**src/rtl/uart_tx_arbiter.sv**
```systemverilog
// Round-robin arbiter sharing one UART transmitter between byte producers.
// Supports packet locking and flags a sticky error if a frame never starts.
module uart_tx_arbiter #(
    parameter int N_REQ         = 4,
    parameter int DATA_WIDTH    = 8,
    parameter int START_TIMEOUT = 16
) (
    input  logic                          clk,
    input  logic                          reset,
    input  logic [N_REQ-1:0]              req_valid,
    input  logic [N_REQ*DATA_WIDTH-1:0]   req_data,
    input  logic [N_REQ-1:0]              req_last,
    output logic [N_REQ-1:0]              req_ready,
    output logic                          tx_sending,
    output logic [DATA_WIDTH-1:0]         tx_data,
    input  logic                          tx_busy,
    output logic [$clog2(N_REQ)-1:0]      grant_id,
    output logic                          active,
    output logic                          locked,
    output logic                          error
);

    localparam int IW = $clog2(N_REQ);
    localparam int CW = $clog2(START_TIMEOUT + 1);

    typedef enum logic [1:0] {
        IDLE,
        START,
        WAIT_BUSY,
        WAIT_DONE
    } state_t;

    state_t                state;
    state_t                state_next;
    logic [IW-1:0]         rr;
    logic [IW-1:0]         win;
    logic                  win_found;
    logic [DATA_WIDTH-1:0] win_data;
    logic [CW-1:0]         cnt;
    logic                  accept;
    logic                  timeout;

    // Last assignment wins, so scanning downward leaves the index closest
    // to the round-robin pointer as the winner.
    always_comb begin
        int            idx;
        logic [IW-1:0] cand;
        idx       = 0;
        cand      = '0;
        win       = grant_id;
        win_found = 1'b0;
        if (locked) begin
            win_found = req_valid[grant_id];
        end else begin
            for (int i = N_REQ - 1; i >= 0; i--) begin
                idx = int'(rr) + i;
                if (idx >= N_REQ) idx = idx - N_REQ;
                cand = IW'(idx);
                if (req_valid[cand]) begin
                    win_found = 1'b1;
                    win       = cand;
                end
            end
        end
    end

    always_comb begin
        win_data = '0;
        for (int i = 0; i < N_REQ; i++) begin
            if (win == IW'(i)) win_data = req_data[i*DATA_WIDTH +: DATA_WIDTH];
        end
    end

    assign timeout = (state == WAIT_BUSY) && !tx_busy &&
                     (cnt == CW'(START_TIMEOUT - 1));

    always_comb begin
        state_next = state;
        req_ready  = '0;
        accept     = 1'b0;
        unique case (state)
            IDLE: begin
                if (!tx_busy && win_found && !reset) begin
                    accept         = 1'b1;
                    req_ready[win] = 1'b1;
                    state_next     = START;
                end
            end
            START:     state_next = WAIT_BUSY;
            WAIT_BUSY: begin
                if (tx_busy)      state_next = WAIT_DONE;
                else if (timeout) state_next = IDLE;
            end
            WAIT_DONE: begin
                if (!tx_busy) state_next = IDLE;
            end
            default:   state_next = IDLE;
        endcase
    end

    assign tx_sending = (state == START);

    always_ff @(posedge clk) begin
        if (reset) begin
            state    <= IDLE;
            rr       <= '0;
            cnt      <= '0;
            tx_data  <= '0;
            grant_id <= '0;
            active   <= 1'b0;
            locked   <= 1'b0;
            error    <= 1'b0;
        end else begin
            state <= state_next;
            if (accept) begin
                tx_data  <= win_data;
                grant_id <= win;
                rr       <= (win == IW'(N_REQ - 1)) ? '0 : win + IW'(1);
                locked   <= !req_last[win];
                active   <= 1'b1;
            end
            if (state == START) cnt <= '0;
            if (state == WAIT_BUSY && !tx_busy) cnt <= cnt + CW'(1);
            // A frame that never starts is dropped and the lock released.
            if (timeout) begin
                error  <= 1'b1;
                active <= 1'b0;
                locked <= 1'b0;
            end
            if (state == WAIT_DONE && !tx_busy) active <= 1'b0;
        end
    end

endmodule

```
**config.mk**
```make
export PLATFORM = sky130hd
export DESIGN_NAME = uart_tx_arbiter
export DESIGN_NICKNAME = d
export VERILOG_FILES = /design/src/rtl/uart_tx_arbiter.sv
export SDC_FILE = /design/constraint.sdc
export NUM_CORES = 1
export LEC_CHECK = 0
export CORE_MARGIN = 2
export CORE_UTILIZATION = 44
export CTS_BUF_LIST = sky130_fd_sc_hd__clkbuf_16
export DETAILED_ROUTE_END_ITERATION = 10
export PLACE_DENSITY = 0.8
export SYNTH_ARGS = -nofsm -noshare
export SYNTH_HDL_FRONTEND = slang
export SYNTH_SLANG_ARGS = --single-unit
```
**constraint.sdc**
```tcl
create_clock -name clk -period 3.84 [get_ports clk]
set_input_delay 0.768 -clock clk [delete_from_list [all_inputs] [get_ports clk]]
set_output_delay 0.768 -clock clk [all_outputs]
set_load 0.01 [all_outputs]
```
==> metrics.txt <==
Rows=21; crit-path max FO=9; Reg-to-Reg End=tx_data[7]; Fin Hold WS=0.472 ns; maximum vdd drop=388 uV; synthesized flop and latch total=22; dpl cells=305; n_diodes=0; CP peak stage delay=0.48 ns; initial DRC count=79; Yosys top cell area share=27.6%; Die X=64.2 um; maxcap violations=0; sum of negative setup slack=0 ns; root buf cell=clkbuf_16; normalized max-slew margin=65.3%; Ports=61; fin crit share=95.0%; global route overflow=0; Clock transition at path regs=0.06 ns; setup violators final=0; asr flop ratio synth=0%; Layout Cells excl Fill=311; Routed WL=4250 um; wire length per cell=13.6 um; CP endpoint kind=output port; total power=1.14 mW; distinct cell type count after synthesis=42; commonest non-fill, non-tap cell in the layout=clkdlybuf4s50_1; Hold Path Sink=error; vias=1648; commonest non-fill, non-tap cells in the layout=clkdlybuf4s50_1 (56), nor2_1 (24), dfxtp_1 (22), a21oi_1 (21), buf_4 (16); sequential fraction of the synthesis area=27.6%; DR DRC count=0; Num CTS Buffers=3; CP required=3.07 ns; Post-CTS Hold Buffers=0; Syn Std Cell Area=1590 um2; min Tclk post-route=3.65 ns; Routability Congestion=0.848; status=finished, final reports clean; DRT antenna net count=0; worst hold stages=2; Hold Path Origin=error; r2r setup slk=1.07 ns; Syn-to-layout area delta=50.1%; Starting Density=46.7%; CP startpoint kind=input pin; worst hold path type=reg2reg; total global-route track usage=20.7%; layout cells sized above 1=12.8%; Max Fclk=274 MHz; Setup CP Type=in2out; Post-synth EDFFs=0; die footprint=4120 um2; largest net degree at the start of global routing=27; Critical Path AT=2.88 ns; WP buf/inv=3; CTS Sinks=22; Core ar.=3420 um2; most used flip-flop cell after synthesis=dfxtp_1; cells along the critical path=dlygate4sd2_1 -> nor2b_1 -> nor3_1 -> o211ai_1 -> a221oi_2 -> inv_1 -> ha_1 -> and2_1 -> clkdlybuf4s50_1; slew at the pin closest to its max-slew limit=0.520 ns; worst r2r src=rr[1]; syn_nets=252; Slew Viols, Final=0; Layout Nets=315; Post-Synthesis Cells=203; die height=64.2 um; clock tree buffer depth=2; CP max-delay cell=clkdlybuf4s50_1; Layout Utilization=70.0%; initial antenna violation count=0; CTS tree=yes; Clk Latency, worst-skew pair=0.25 ns; Via density=5.30; port buffer count=60; vias in the first global route=1558; Reg2Reg Depth=12; drt first pass iters=4; Avg Inst Size Synth=7.85 um2; post-synth top area cell=dfxtp_1; Synth Warn #=0; Hold Vio Cnt, Final=0; Pleak=0.931 nW; H-tree depth=1; PD cells=475 nW/um2; first-pass GRT wire length=6920 um; family with the most delay on the worst path=buffers and inverters; RSZ-0062 raised after global routing=no; largest cells by area after synthesis=dfxtp_1 (28%), a21oi_1 (6.6%), nor2_1 (5.9%), ha_1 (4.7%), a211oi_2 (3.9%); clk_skew=0.00337 ns; dpl hpwl=3150 um
## synth_stat cells (2+ instances only)
cell type	n
nor2_1	25
dfxtp_1	22
a21oi_1	21
clkbuf_1	12
nand2_1	12
nor3_1	12
nor2b_1	10
o21ai_0	9
a221oi_1	6
ha_1	6
inv_1	6
a211oi_2	5
mux2i_1	5
o211ai_1	5
and2_1	4
nand2b_1	4
nand3b_1	4
nor2_2	4
nor4b_1	3
a211o_1	2
a21o_1	2
a2bb2oi_1	2
buf_4	2
buf_6	2
## tightest hold or removal path: cells and delay by family, from the launching register on
family | cells | cell delay [ns]
and+or+nand+nor | 2 | 0.12
DFF | 1 | 0.32
## through the flow
stage | cell area (um2) | worst slack [ns]
global placement | 2260 | -0.0169
detailed placement | 2260 | -0.0625
CTS | 2370 | 0.00175
finish | 2390 | 0.193
floorplan | 1590 | 0.456
global route | 2390 | 0.0529
## sequential cells by signal (all words and copies together) (netlist names)
name      count
error         1
state         2
rr            2
locked        1
active        1
cnt           5
tx_data       8
grant_id      2
## how the worst max path moves through the flow
stage / startpoint / endpoint / slack (ns) / cells after the start
after global routing: req_valid[0] / req_ready[1] / 0.05 / 9
final: req_valid[0] / req_ready[1] / 0.19 / 9
after detailed placement: req_valid[0] / req_ready[1] / -0.06 / 9
after floorplan: req_valid[2] / req_ready[3] / 0.46 / 9
after CTS: req_valid[1] / req_ready[1] / 0.002 / 8
after global placement: req_valid[0] / req_ready[1] / -0.02 / 9
## per-layer routing
| layer | up-vias | GRT usage [%] | wire length, um |
|---|---|---|---|
| li1 | 849 | - | - |
| met1 | 752 | 24.6 | 1850 |
| met2 | 37 | 36.6 | 2130 |
| met3 | 10 | 4.93 | 194 |
| met4 | 0 | 6.38 | 75 |
| met5 | - | 0 | 0 |
## area by class of cell
type | instances | area [um2]
multi-input cells | 157 | 1040
flip-flops and latches | 22 | 440
inverters | 6 | 22.5
fillers | 288 | 1020
well taps | 46 | 57.6
clock inverters | 1 | 30.0
repair buffers | 76 | 727
clock buffers | 3 | 75.1
## repair_timing
item / CTS / global route
endpoints found under the setup margin: 4 / 4
pin swaps: 1 / 1
buffers inserted: 1 / 1
resized for setup: 1 / 5
## report_power, final
group	switching, mW	internal, mW
Combinational	0.269	0.291
Sequential	0.0368	0.253
Clock	0.0796	0.207
## kinds of logic after synthesis
kind of cell             Yosys count  synth area share (%)
AND/OR/NAND/NOR                   83                  27.2
AO/OA/AOI/OAI                     61                  27.2
buffers and inverters             24                  8.16
flip-flops                        22                  27.6
multiplexers                       6                  4.55
adder cells (fa/ha/maj)            6                  4.71
XOR/XNOR                           1                 0.550
Power figures use the tool's default switching activity.
